==> src/rtl/alu_functional_unit_pkg.sv <==
// Shared types for the ALU functional unit: opcode encoding, FU state, multiplier latency.
// The Mul opcode only executes when ALU_MUL_EN is defined.
package alu_functional_unit_pkg;

  typedef enum logic [3:0] {
    AluAdd  = 4'd0,
    AluSub  = 4'd1,
    AluAnd  = 4'd2,
    AluOr   = 4'd3,
    AluXor  = 4'd4,
    AluSlt  = 4'd5,
    AluSltu = 4'd6,
    AluSll  = 4'd7,
    AluSrl  = 4'd8,
    AluSra  = 4'd9,
    AluMul  = 4'd10
  } alu_func_e;

  typedef enum logic [1:0] {
    StIdle = 2'd0,
    StExec = 2'd1,
    StDone = 2'd2
  } fu_state_e;

  localparam int unsigned MUL_LATENCY = 4;

endpackage

==> src/rtl/alu_functional_unit_if.sv <==
// Issue and CDB signals between the reservation station / CDB arbiter (master)
// and the ALU functional unit (slave).
interface alu_functional_unit_if;

  logic        valid_in;
  logic [31:0] rval1_in;
  logic [31:0] rval2_in;
  logic [3:0]  opcode_in;
  logic [2:0]  rob_idx_in;
  logic        fu_busy;
  logic        cdb_grant_in;
  logic        cdb_req_out;
  logic        cdb_valid_out;
  logic [2:0]  cdb_rob_idx_out;
  logic [31:0] cdb_value_out;

  modport master (
    output valid_in, rval1_in, rval2_in, opcode_in, rob_idx_in, cdb_grant_in,
    input  fu_busy, cdb_req_out, cdb_valid_out, cdb_rob_idx_out, cdb_value_out
  );

  modport slave (
    input  valid_in, rval1_in, rval2_in, opcode_in, rob_idx_in, cdb_grant_in,
    output fu_busy, cdb_req_out, cdb_valid_out, cdb_rob_idx_out, cdb_value_out
  );

endinterface

==> src/rtl/alu_core.sv <==
// Combinational ALU datapath. The multiplier exists only when ALU_MUL_EN is defined;
// otherwise opcode 10 falls into the undefined-opcode path and yields 0.
module alu_core
  import alu_functional_unit_pkg::*;
(
  input  logic [31:0] i_rval1,
  input  logic [31:0] i_rval2,
  input  logic [3:0]  i_opcode,
  output logic [31:0] o_result
);

  logic [4:0] w_shamt;

  assign w_shamt = i_rval2[4:0];

  always_comb begin
    o_result = '0;
    case (i_opcode)
      AluAdd:  o_result = i_rval1 + i_rval2;
      AluSub:  o_result = i_rval1 - i_rval2;
      AluAnd:  o_result = i_rval1 & i_rval2;
      AluOr:   o_result = i_rval1 | i_rval2;
      AluXor:  o_result = i_rval1 ^ i_rval2;
      AluSlt:  o_result = {31'd0, $signed(i_rval1) < $signed(i_rval2)};
      AluSltu: o_result = {31'd0, i_rval1 < i_rval2};
      AluSll:  o_result = i_rval1 << w_shamt;
      AluSrl:  o_result = i_rval1 >> w_shamt;
      AluSra:  o_result = $unsigned($signed(i_rval1) >>> w_shamt);
`ifdef ALU_MUL_EN
      AluMul:  o_result = i_rval1 * i_rval2;
`endif
      default: o_result = '0;
    endcase
  end

endmodule

==> src/rtl/alu_functional_unit.sv <==
// ALU functional unit: issue from the reservation station, hold the result until the CDB grants.
// Define ALU_MUL_EN to enable the multi-cycle Mul path (IDLE -> EXEC -> DONE).
module alu_functional_unit
  import alu_functional_unit_pkg::*;
(
  input logic                  clk_in,
  input logic                  rst_in,
  alu_functional_unit_if.slave fu_if
);

  fu_state_e   r_state;
  fu_state_e   w_state_next;
  logic [31:0] r_value;
  logic [31:0] w_result;
  logic [2:0]  r_rob_idx;
  logic        w_issue;
  logic        w_is_mul;
  logic        w_cnt_done;
  logic        w_req;

  alu_core u_alu_core (
    .i_rval1  (fu_if.rval1_in),
    .i_rval2  (fu_if.rval2_in),
    .i_opcode (fu_if.opcode_in),
    .o_result (w_result)
  );

  assign w_issue = (r_state == StIdle) && fu_if.valid_in;

`ifdef ALU_MUL_EN
  localparam int unsigned CntWidth = (MUL_LATENCY > 1) ? $clog2(MUL_LATENCY) : 1;
  localparam logic [CntWidth-1:0] CntLast = CntWidth'(MUL_LATENCY - 1);

  logic [CntWidth-1:0] r_cnt;

  assign w_is_mul   = (fu_if.opcode_in == AluMul);
  assign w_cnt_done = (r_cnt == CntLast);

  // Counts EXEC cycles; the product itself is captured at issue.
  always_ff @(posedge clk_in) begin
    if (rst_in || (r_state != StExec)) begin
      r_cnt <= '0;
    end else begin
      r_cnt <= r_cnt + 1'b1;
    end
  end
`else
  assign w_is_mul   = 1'b0;
  assign w_cnt_done = 1'b1;
`endif

  always_ff @(posedge clk_in) begin
    if (rst_in) begin
      r_state   <= StIdle;
      r_value   <= '0;
      r_rob_idx <= '0;
    end else begin
      r_state <= w_state_next;
      if (w_issue) begin
        r_value   <= w_result;
        r_rob_idx <= fu_if.rob_idx_in;
      end
    end
  end

  always_comb begin
    w_state_next = r_state;
    case (r_state)
      StIdle: begin
        if (fu_if.valid_in) begin
          w_state_next = w_is_mul ? StExec : StDone;
        end
      end
      StExec: begin
        if (w_cnt_done) begin
          w_state_next = StDone;
        end
      end
      StDone: begin
        if (fu_if.cdb_grant_in) begin
          w_state_next = StIdle;
        end
      end
      default: w_state_next = StIdle;
    endcase
  end

  // Outputs are forced quiet while reset is asserted so a pending result is never broadcast.
  always_comb begin
    w_req                 = (r_state == StDone) && !rst_in;
    fu_if.fu_busy         = ((r_state != StIdle) && !rst_in) || fu_if.valid_in;
    fu_if.cdb_req_out     = w_req;
    fu_if.cdb_valid_out   = w_req && fu_if.cdb_grant_in;
    fu_if.cdb_rob_idx_out = rst_in ? 3'd0 : r_rob_idx;
    fu_if.cdb_value_out   = rst_in ? 32'd0 : r_value;
  end

endmodule
==> src/flat_wrapper.sv <==
// flat-port wrapper written by rule: the top's interface ports become plain ports
module alu_functional_unit_flat import alu_functional_unit_pkg::*;
  (clk_in, rst_in, fu_if_valid_in, fu_if_rval1_in, fu_if_rval2_in, fu_if_opcode_in, fu_if_rob_idx_in, fu_if_cdb_grant_in, fu_if_fu_busy, fu_if_cdb_req_out, fu_if_cdb_valid_out, fu_if_cdb_rob_idx_out, fu_if_cdb_value_out);
  alu_functional_unit_if fu_if_i ();
  input logic clk_in;
  input logic rst_in;
  input wire logic [$bits(fu_if_i.valid_in)-1:0] fu_if_valid_in;
  input wire logic [$bits(fu_if_i.rval1_in)-1:0] fu_if_rval1_in;
  input wire logic [$bits(fu_if_i.rval2_in)-1:0] fu_if_rval2_in;
  input wire logic [$bits(fu_if_i.opcode_in)-1:0] fu_if_opcode_in;
  input wire logic [$bits(fu_if_i.rob_idx_in)-1:0] fu_if_rob_idx_in;
  input wire logic [$bits(fu_if_i.cdb_grant_in)-1:0] fu_if_cdb_grant_in;
  output wire logic [$bits(fu_if_i.fu_busy)-1:0] fu_if_fu_busy;
  output wire logic [$bits(fu_if_i.cdb_req_out)-1:0] fu_if_cdb_req_out;
  output wire logic [$bits(fu_if_i.cdb_valid_out)-1:0] fu_if_cdb_valid_out;
  output wire logic [$bits(fu_if_i.cdb_rob_idx_out)-1:0] fu_if_cdb_rob_idx_out;
  output wire logic [$bits(fu_if_i.cdb_value_out)-1:0] fu_if_cdb_value_out;
  assign fu_if_i.valid_in = fu_if_valid_in;
  assign fu_if_i.rval1_in = fu_if_rval1_in;
  assign fu_if_i.rval2_in = fu_if_rval2_in;
  assign fu_if_i.opcode_in = fu_if_opcode_in;
  assign fu_if_i.rob_idx_in = fu_if_rob_idx_in;
  assign fu_if_i.cdb_grant_in = fu_if_cdb_grant_in;
  assign fu_if_fu_busy = fu_if_i.fu_busy;
  assign fu_if_cdb_req_out = fu_if_i.cdb_req_out;
  assign fu_if_cdb_valid_out = fu_if_i.cdb_valid_out;
  assign fu_if_cdb_rob_idx_out = fu_if_i.cdb_rob_idx_out;
  assign fu_if_cdb_value_out = fu_if_i.cdb_value_out;
  alu_functional_unit u_core (.clk_in(clk_in), .rst_in(rst_in), .fu_if(fu_if_i));
endmodule
==> config.mk <==
export PLATFORM = sky130hd
export DESIGN_NAME = alu_functional_unit_flat
export DESIGN_NICKNAME = d
export VERILOG_FILES = /design/src/rtl/alu_functional_unit_pkg.sv /design/src/rtl/alu_functional_unit_if.sv /design/src/rtl/alu_core.sv /design/src/rtl/alu_functional_unit.sv /design/src/flat_wrapper.sv
export SDC_FILE = /design/constraint.sdc
export NUM_CORES = 1
export LEC_CHECK = 0
export BUFFER_PORTS_ARGS = -buffer_cell sky130_fd_sc_hd__buf_2
export CORE_MARGIN = 1.5
export CORE_UTILIZATION = 30
export CTS_BUF_LIST = sky130_fd_sc_hd__clkbuf_16
export DETAILED_ROUTE_END_ITERATION = 8
export MAX_ROUTING_LAYER = met4
export PLACE_DENSITY = 0.45
export SYNTH_ARGS = -nofsm -noshare
export SYNTH_HDL_FRONTEND = slang
export SYNTH_SLANG_ARGS = --single-unit
export TNS_END_PERCENT = 1
==> constraint.sdc <==
create_clock -name clk_in -period 6.75 [get_ports clk_in]
set_clock_uncertainty 0.2 [all_clocks]
set_input_delay 0.675 -clock clk_in [delete_from_list [all_inputs] [get_ports clk_in]]
set_output_delay 0.675 -clock clk_in [all_outputs]
set_load 0.01 [all_outputs]
After elaboration in Yosys (flattened, before gate mapping):

Index checks and enable logic that the tools add are counted.

* flip-flop bits (word level): 37
* input bits: 75
* logic and storage cells: 42

* $add $sub $neg: 2
* order comparisons: 2
* equal/unequal tests: 13
* shift-type cells: 3
* muxes and demuxes: 6
* bitwise gates (word level): 3
* reductions and logical operators: 10

Operator list (count)
* $pmux 32 s10: 1
* $lt 32x32->1: 2
* $add 32x32->32: 1
* $and 32x32->32: 1
* $mux 32: 1
* $or 32x32->32: 1
* $shl 32x5->32: 1
* $shr 32x5->32: 1
* $sshr 32x5->32: 1
* $sub 32x32->32: 1
* $xor 32x32->32: 1
* $eq 4x3->1 const B: 4
* $eq 4x2->1 const B: 2
* $eq 4x4->1 const B: 2
* $pmux 2 s3: 1
* $eq 4x1->1 const B: 1
* $logic_and 1x1->1: 4
* $logic_not 4->1: 1
* $mux 2: 2
* $ne 2x2->1 const B: 2
* $mux 3: 1
* $eq 2x1->1 const B: 1
* $eq 2x2->1 const B: 1
* $logic_not 2->1: 1
* 4 further kinds: 4

Logic depth before layout (Yosys ltp):

Gate-level depths: netlist (run 1).

* word-level depth: 3
* mapped depth: 15
* gate-level depth less buffers: 13

Cells and area by module:

A second synthesis (run 1) with hierarchy kept.

* cell total of the unflattened synthesis: 1484
* area, all modules: 10329.9 sq um

Modules (own cells, without submodules)
* alu_core: instances 1, cells each 1325, area an instance 8456.9 sq um
* alu_functional_unit: instances 1, cells each 159, area an instance 1873.0 sq um

Worst setup path before layout (run 1):

OpenSTA, ideal clock, no wires.

* kind: input-to-reg
* from: input fu_if_rval2_in[3]
* to: register u_core.r_value[24]
* setup time: 0.122 ns
* data arrival time: 3.938 ns
* setup slack: 2.490 ns
* stages on the path: 15
* cell sequence: inv_1 > buf_1 > clkbuf_1 > clkbuf_1 > ha_1 > buf_2 > and3_1 > a221oi_2 > o2bb2ai_2 > a21o_1 > o31ai_1 > or4_1 > nand3_1 > xnor2_1 > a221o_1

* longest elaborated chain between the ends: 2
* elaborated cells on any way between the ends: 6
* classes of those cells: add/sub: 2; shift: 3; mux: 1

Ends and longest elaborated chain
* from (decl): RTL line flat_wrapper.sv:9 `input wire logic [$bits(fu_if_i.rval2_in)-1:0] fu_if_rval2_in;`
* $sub 32x32->32, or another cell as far along: RTL line alu_core.sv:20 `AluSub: o_result = i_rval1 - i_rval2;`
* $pmux 32 s10 *: RTL line alu_core.sv:18 `case (i_opcode)`
* to (signal assigned): RTL line alu_functional_unit.sv:60 `r_value <= w_result;`
* to (decl): RTL line alu_functional_unit.sv:13 `logic [31:0] r_value;`

Every way passes the cells marked *; elsewhere a longest branch is shown, timed or not.
A chain may end at the register's enable or synchronous reset.

Final worst setup path (run 1):

* from: input fu_if_rval2_in[4]
* to: register u_core.r_value[30]

Same word-level chain as after synthesis.

==> results.sh, run 1 <==
export IMPL_status="finished clean"
export IMPL_dp_slack_ps=2270
export IMPL_grt_max_degree=68
export IMPL_ant_nets=0
export IMPL_met3_usage=0.0358
export IMPL_drc=0
export IMPL_r2r_slack_ps=4160
export IMPL_synthSimpleGateAreaFrac=0.196
export IMPL_setup_tns_ps=0
export IMPL_gp_congestion=1.00
export IMPL_antenna_found_initial=3
export IMPL_dieArea_sq_mm=0.0346
export IMPL_yosysWarningCount=0
export IMPL_first_pass_iters=6
export IMPL_cp_data_arrival_time_ps=4360
export IMPL_initial_core_util=0.307
export IMPL_crit_fanout=46
export IMPL_num_vias=11300
export IMPL_synth_top_area_share=0.121
export IMPL_synth_compound_area_frac=0.308
export IMPL_cts_max_level=2
export IMPL_grt_pass1_vias=10400
export IMPL_viasPerCell=6.19
export IMPL_critPathLaunch="fu_if_rval2_in[4]"
export IMPL_r2r_end="u_core.r_value[15]$_SDFFE_PP0P_"
export IMPL_r2r_cells=7
export IMPL_cap_violations=0
export IMPL_fin_ws_ps=2400
export IMPL_end_kind="register"
export IMPL_core_area_sq_mm=0.0328
export IMPL_synth_area_mux_share=0.199
export IMPL_gr_usage_all_layers=0.282
export IMPL_worst_pin_slew_ps=1070
export IMPL_mappedNetlistNets=1517
export IMPL_grt_pass1_wl_mm=70.2
export IMPL_min_from="u_core.r_state[1]$_SDFFE_PP0P_"
export IMPL_die_x_um=186
export IMPL_ys_ff_latch=36
export IMPL_synth_edf_count=0
export IMPL_power_density_mw_per_mm2=120
export IMPL_fin_util=0.336
export IMPL_maxSlewHeadroom=0.280
export IMPL_post_cts_buffers=0
export IMPL_syn_area_sq_mm=0.0101
export IMPL_finalCritPeriodShare=0.644
export IMPL_ioPinCount=113
export IMPL_r2r_start="u_core.r_state[1]$_SDFFE_PP0P_"
export IMPL_synth_top_family_by_area="compound AO/OA/AOI/OAI gates"
export IMPL_max_freq_mhz=230
export IMPL_rows=66
export IMPL_cts_sinks=36
export IMPL_clockBufferDepth=2
export IMPL_slew_violations=0
export IMPL_port_buffers=112
export IMPL_synthTopCellsByArea="ha_1 12%, mux4_2 9.2%, dfxtp_1 7.2%"
export IMPL_dp_final_hpwl_mm=36.7
export IMPL_hold_path_end="u_core.r_state[1]$_SDFFE_PP0P_"
export IMPL_busiest_layer="met2"
export IMPL_drive_above_1_share=0.159
export IMPL_hold_slack_ps=282
export IMPL_setup_viol=0
export IMPL_synth_adder_area_share=0.125
export IMPL_start_kind="primary input"
export IMPL_syn_inst=1343
export IMPL_clock_root_buffer="clkbuf_16"
export IMPL_hold_class="reg2reg"
export IMPL_rsz0062_at_grt="no"
export IMPL_min_period_ps=4350
export IMPL_async_flop_share=0
export IMPL_p_leak_nw=4.67
export IMPL_gr_usage_met1=0.393
export IMPL_cts_made_buffers=5
export IMPL_path_class="in2reg"
export IMPL_syn_to_final_growth_pct=9.62
export IMPL_overflow=0
export IMPL_cts_tree="yes"
export IMPL_die_y_um=186
export IMPL_cp_required_ps=6770
export IMPL_wl_per_cell_um=26.2
export IMPL_hold_depth=2
export IMPL_synth_distinct_cells=87
export IMPL_cts_resized=0
export IMPL_postCtsHoldBufs=0
export IMPL_hold_viol_final=0
export IMPL_ys_seq_area_frac=0.0716
export IMPL_grt_use_met2=0.427
export IMPL_nets=1548
export IMPL_ir_drop_mv=0.0911
export IMPL_yosys_most_used_dff="dfxtp_1"
export IMPL_insertion_delay_ps=280
export IMPL_routed_wl_mm=47.7
export IMPL_drt_iter0_markers=1255
export IMPL_yosys_area_top_type="ha_1"
export IMPL_synth_xor_area_share=0.0174
export IMPL_path_clk_slew_ps=60
export IMPL_postSynthAreaPerCell_sq_um=7.49
==> synthesized netlist by cell type, types with 4 or more instances <==
cell type  number
a2111oi_0       7
a211o_1         9
a211oi_1       26
a21o_1         22
a21oi_1       104
a221o_1         8
a221oi_1       15
a22o_1          4
a22oi_1        17
a31oi_1        11
and2_1         11
and3_1          4
buf_1           4
buf_2          25
clkbuf_1       73
dfxtp_1        36
ha_1           97
inv_1          92
mux2_2         14
mux2i_1        34
mux4_1         22
mux4_2         41
nand2_1       106
nand2b_1       11
nand3_1        14
nand4_1         4
nor2_1        145
nor2b_1        44
nor3_1         26
nor4_1          8
o2111ai_1       4
o211ai_1       23
o21a_1          5
o21ai_0       105
o21ai_1         4
o21bai_1       14
o221ai_1        8
o22a_1          4
o22ai_1         5
o31a_1          5
o31ai_1        18
or2_2           4
or3_1          17
or4_1           6
xnor2_1        20
==> critical path, stage by stage <==
cell and delay [ps]:
buf_2 80, buf_4 400, clkinv_1 170, ha_1 440
a21o_1 230, a221oi_2 390, o2bb2ai_2 200, a21o_1 270
o31ai_1 150, a311oi_1 610, o21ai_0 230, a211o_1 330
a31oi_1 160
==> layout by cell type, fill, tap and decap left out, types with 11 or more instances in the layout <==
master | Yosys | routed
a221oi_1 | 15 | 15
o31ai_1 | 18 | 18
a21o_1 | 22 | 22
a21oi_1 | 104 | 104
and2_1 | 11 | 11
mux2_2 | 14 | 14
o21ai_0 | 105 | 105
nand2_1 | 106 | 106
mux4_1 | 22 | 22
inv_1 | 92 | 93
nand2b_1 | 11 | 11
dfxtp_1 | 36 | 36
mux2i_1 | 34 | 34
a22oi_1 | 17 | 17
nor2_1 | 145 | 144
xnor2_1 | 20 | 20
or3_1 | 17 | 17
buf_4 | 1 | 21
buf_2 | 25 | 111
o211ai_1 | 23 | 23
o21bai_1 | 14 | 14
nor2b_1 | 44 | 44
nand3_1 | 14 | 14
nor3_1 | 26 | 26
a31oi_1 | 11 | 11
mux4_2 | 41 | 41
a211oi_1 | 26 | 26
ha_1 | 97 | 97
==> registers in the layout, indices dropped and copies added, names as in the netlist <==
register,cells
u_core.r_value,32
u_core.r_rob_idx,3
u_core.r_state,1
==> final cells by class <==
class                           count  area (sq um)
Antenna cell                        2          5.00
Clock buffer                        5           125
Clock inverter                      3          38.8
Fill cell                        3578         21800
Inverter                           94           353
Multi-Input combinational cell   1105          8520
Sequential cell                    36           721
Tap cell                          442           553
Timing Repair Buffer              132           713
==> layer usage <==
layer | wire (um) | up-vias
met1 | 21400 | 5541
li1 | - | 5082
met4 | 1430 | 0
met2 | 21000 | 564
met3 | 3830 | 65
met5 | 0 | -
==> power breakdown <==
group	internal (mW)	switching [mW]
combinational	0.299	0.532
clock	0.172	0.0995
sequential	0.224	0.00190
total	0.695	0.634
==> through the flow <==
step                instances  cell area (sq um)  power, mW
detailed placement       1809              10900       1.04
floorplan                1343              10100      0.765
CTS                      1817              11000       1.32
finish                   1819              11000       1.33
global placement         1809              10900       1.04
global route             1818              11000       1.40
==> logic make-up (layout without fill, tap and decap cells) <==
kind of cell               count (synthesis)  in the layout
AOI/OAI and AO/OA                        460            460
and+or+nand+nor                          415            415
buffers and inverters                    202            234
muxes                                    111            111
adders and majority gates                 99             99
DFF                                       36             36
xor gates and xnor gates                  20             20
other                                      0              2
==> worst max path at each step <==
stage and to:
4_1_cts u_core.r_value[30]$_SDFFE_PP0P_, 6_report u_core.r_value[30]$_SDFFE_PP0P_, 2_1_floorplan u_core.r_value[24]$_SDFFE_PP0P_, 5_1_grt u_core.r_value[30]$_SDFFE_PP0P_, 3_3_place_gp u_core.r_value[30]$_SDFFE_PP0P_, 3_5_place_dp u_core.r_value[30]$_SDFFE_PP0P_
No activity file was read; power rests on OpenSTA's default activity.
==> inputs of run 2 (changes only) <==
ABC_AREA = 1   (was not set)
clock period = 4.6 ns   (was 6.75 ns; I/O delays follow)
==> results.sh, run 2 <==
export IMPL_crit_fanout=24
export IMPL_clock_root_buffer="clkbuf_16"
export IMPL_drive_above_1_share=0.0791
export IMPL_yosys_most_used_dff="dfxtp_1"
export IMPL_initial_core_util=0.304
export IMPL_regArea_sq_um=721
export IMPL_fillers=4593
export IMPL_post_cts_buffers=0
export IMPL_antenna_found_initial=0
export IMPL_drt_iter0_markers=1775
export IMPL_max_freq_mhz=293
export IMPL_cts_tree="yes"
export IMPL_dp_final_hpwl_mm=55.9
export IMPL_hold_slack_ps=179
export IMPL_maxSlewHeadroom=0.451
export IMPL_dieArea_sq_mm=0.0404
export IMPL_nets=2575
export IMPL_insertion_delay_ps=290
export IMPL_placed_area_sq_mm=0.0126
export IMPL_first_pass_iters=6
export IMPL_overflow=0
export IMPL_port_buffers=112
export IMPL_ioPinCount=113
export IMPL_mappedNetlistNets=2538
export IMPL_start_kind="primary input"
export IMPL_fin_util=0.330
export IMPL_cts_resized=0
export IMPL_finalInstanceArea_sq_mm=0.0127
export IMPL_r2r_start="u_core.r_state[1]$_SDFFE_PP0P_"
export IMPL_drc=0
export IMPL_worst_pin_slew_ps=823
export IMPL_ys_ff_latch=36
export IMPL_busiest_layer="met2"
export IMPL_grt_max_degree=69
export IMPL_synth_common_cells="848 x nand2_1, 403 x nand3_1, 332 x inv_1"
export IMPL_ant_nets=0
export IMPL_r2r_cells=8
export IMPL_die_x_um=201
export IMPL_slew_violations=0
export IMPL_multiInputGateArea_sq_mm=0.00916
export IMPL_power_density_mw_per_mm2=164
export IMPL_gr_usage_all_layers=0.336
export IMPL_postCtsHoldBufs=0
export IMPL_routed_wl_mm=67.9
export IMPL_ir_drop_mv=0.126
export IMPL_regMostFlops="u_core.r_value"
export IMPL_rsz0062_at_grt="no"
export IMPL_die_y_um=201
export IMPL_hold_viol_final=0
export IMPL_syn_area_sq_mm=0.0118
export IMPL_grt_pass1_vias=14500
export IMPL_gr_usage_met1=0.438
export IMPL_end_kind="register"
export IMPL_cap_violations=0
export IMPL_synth_distinct_cells=48
export IMPL_synthTopCellsByArea="nand2_1 27%, nand3_1 17%, inv_1 11%"
export IMPL_gp_congestion=1.04
export IMPL_setup_tns_ps=0
export IMPL_synth_edf_count=0
export IMPL_path_class="in2reg"
export IMPL_postSynthAreaPerCell_sq_um=4.97
export IMPL_grt_pass1_wl_mm=98.0
export IMPL_met3_usage=0.0284
export IMPL_core_area_sq_mm=0.0386
export IMPL_wl_per_cell_um=23.3
export IMPL_layout_commonest_cell="nand2_1"
export IMPL_status="finished clean"
export IMPL_synth_top_area_share=0.271
export IMPL_cp_data_arrival_time_ps=3410
export IMPL_hold_path_end="u_core.r_state[1]$_SDFFE_PP0P_"
export IMPL_async_flop_share=0
export IMPL_min_from="fu_if_cdb_grant_in"
export IMPL_setup_viol=0
export IMPL_hold_class="in2reg"
export IMPL_r2r_end="u_core.r_value[23]$_SDFFE_PP0P_"
export IMPL_min_period_ps=3410
export IMPL_yosysWarningCount=0
export IMPL_yosys_area_top_type="nand2_1"
export IMPL_clockBufferDepth=2
export IMPL_cp_required_ps=4600
export IMPL_p_leak_nw=7.25
export IMPL_ys_seq_area_frac=0.0613
export IMPL_cts_sinks=36
export IMPL_viasPerCell=5.46
export IMPL_final_cell_mix="848 x nand2_1, 403 x nand3_1, 332 x inv_1"
export IMPL_rows=72
export IMPL_path_clk_slew_ps=70
export IMPL_hold_depth=2
export IMPL_cts_max_level=2
export IMPL_num_vias=16000
export IMPL_syn_to_final_growth_pct=8.32
export IMPL_diodes=0
export IMPL_cts_made_buffers=5
export IMPL_reg_top3="u_core.r_value x32, u_core.r_rob_idx x3, u_core.r_state x1"
export IMPL_finalPower_mw=2.09
export IMPL_largest_reg_flops=32
export IMPL_yosysMostFrequentCell="nand2_1"
export IMPL_finalCritPeriodShare=0.742
export IMPL_r2r_slack_ps=2480
export IMPL_grt_use_met2=0.541
export IMPL_syn_inst=2364
-- run 2: cell types whose count changed in the layout (fill, tap and decap cells not counted), moves of 24 or more --
cell      before  now
nand4_1        4   31
mux2i_1       34    0
a211oi_1      26    2
inv_1         93  332
nand2_1      106  848
nand3_1       14  403
o21ai_0      105   45
nor2_1       144  190
mux4_2        41    0
nor2b_1       44    0
-- run 2: worst max path at each step --
stage	start	to	slack (ps)	cells past startpoint
global placement	fu_if_rval2_in[0]	u_core.r_value[29]$_SDFFE_PP0P_	950	15
global route	fu_if_rval2_in[0]	u_core.r_value[29]$_SDFFE_PP0P_	980	15
floorplan	fu_if_rval2_in[4]	u_core.r_value[28]$_SDFFE_PP0P_	1690	18
detailed placement	fu_if_rval2_in[0]	u_core.r_value[29]$_SDFFE_PP0P_	980	15
CTS	fu_if_rval2_in[0]	u_core.r_value[29]$_SDFFE_PP0P_	1280	15
finish	fu_if_rval2_in[0]	u_core.r_value[30]$_SDFFE_PP0P_	1190	16
-- run 2: area by class of cell --
cell class | count | area share
Clock inverter | 3 | 0.00157
Multi-Input combinational cell | 1873 | 0.719
Inverter | 349 | 0.104
Clock buffer | 5 | 0.00982
Timing Repair Buffer | 136 | 0.0582
Tap cell | 518 | 0.0509
Sequential cell | 36 | 0.0566
-- run 2: power by group --
group | internal (mW) | switching [mW] | total [mW]
logic | 0.361 | 1.02 | 1.38
clock network | 0.201 | 0.171 | 0.371
registers | 0.326 | 0.00354 | 0.329
total | 0.888 | 1.20 | 2.09
-- run 2: cell families after synthesis --
logic type                 Yosys count  share of synthesized area
AOI/OAI and AO/OA                  220                      0.107
xor gates and xnor gates             3                    0.00223
adders and majority gates           99                      0.107
buffers and inverters              455                      0.160
DFF                                 36                     0.0613
and+or+nand+nor                   1551                      0.563
-- run 2: critical path: stages --
cell	delay, ps
buf_2	520
ha_1	510
fa_1	330
nand2_1	110
nand3_1	130
nand3_1	90
nand2_1	260
nand2_1	160
nand2_1	190
nand3_1	130
nand2_1	80
nand2_1	40
nand3_1	80
nand3_1	160
nand2_1	100
nand2_1	40
-- run 2: routing by layer --
metal	share of wire	vias up	routed length, um
met4	0.042	0	2830
met1	0.43	7445	29500
li1	-	7601	-
met2	0.45	781	30700
met5	0	-	0
met3	0.073	123	4930
-- run 2: metrics by stage --
step	worst slack (ps)	std cells
6_report	1190	2920
5_1_grt	977	2920
2_1_floorplan	1690	2364
3_3_place_gp	953	2912
4_1_cts	1280	2920
3_5_place_dp	981	2912
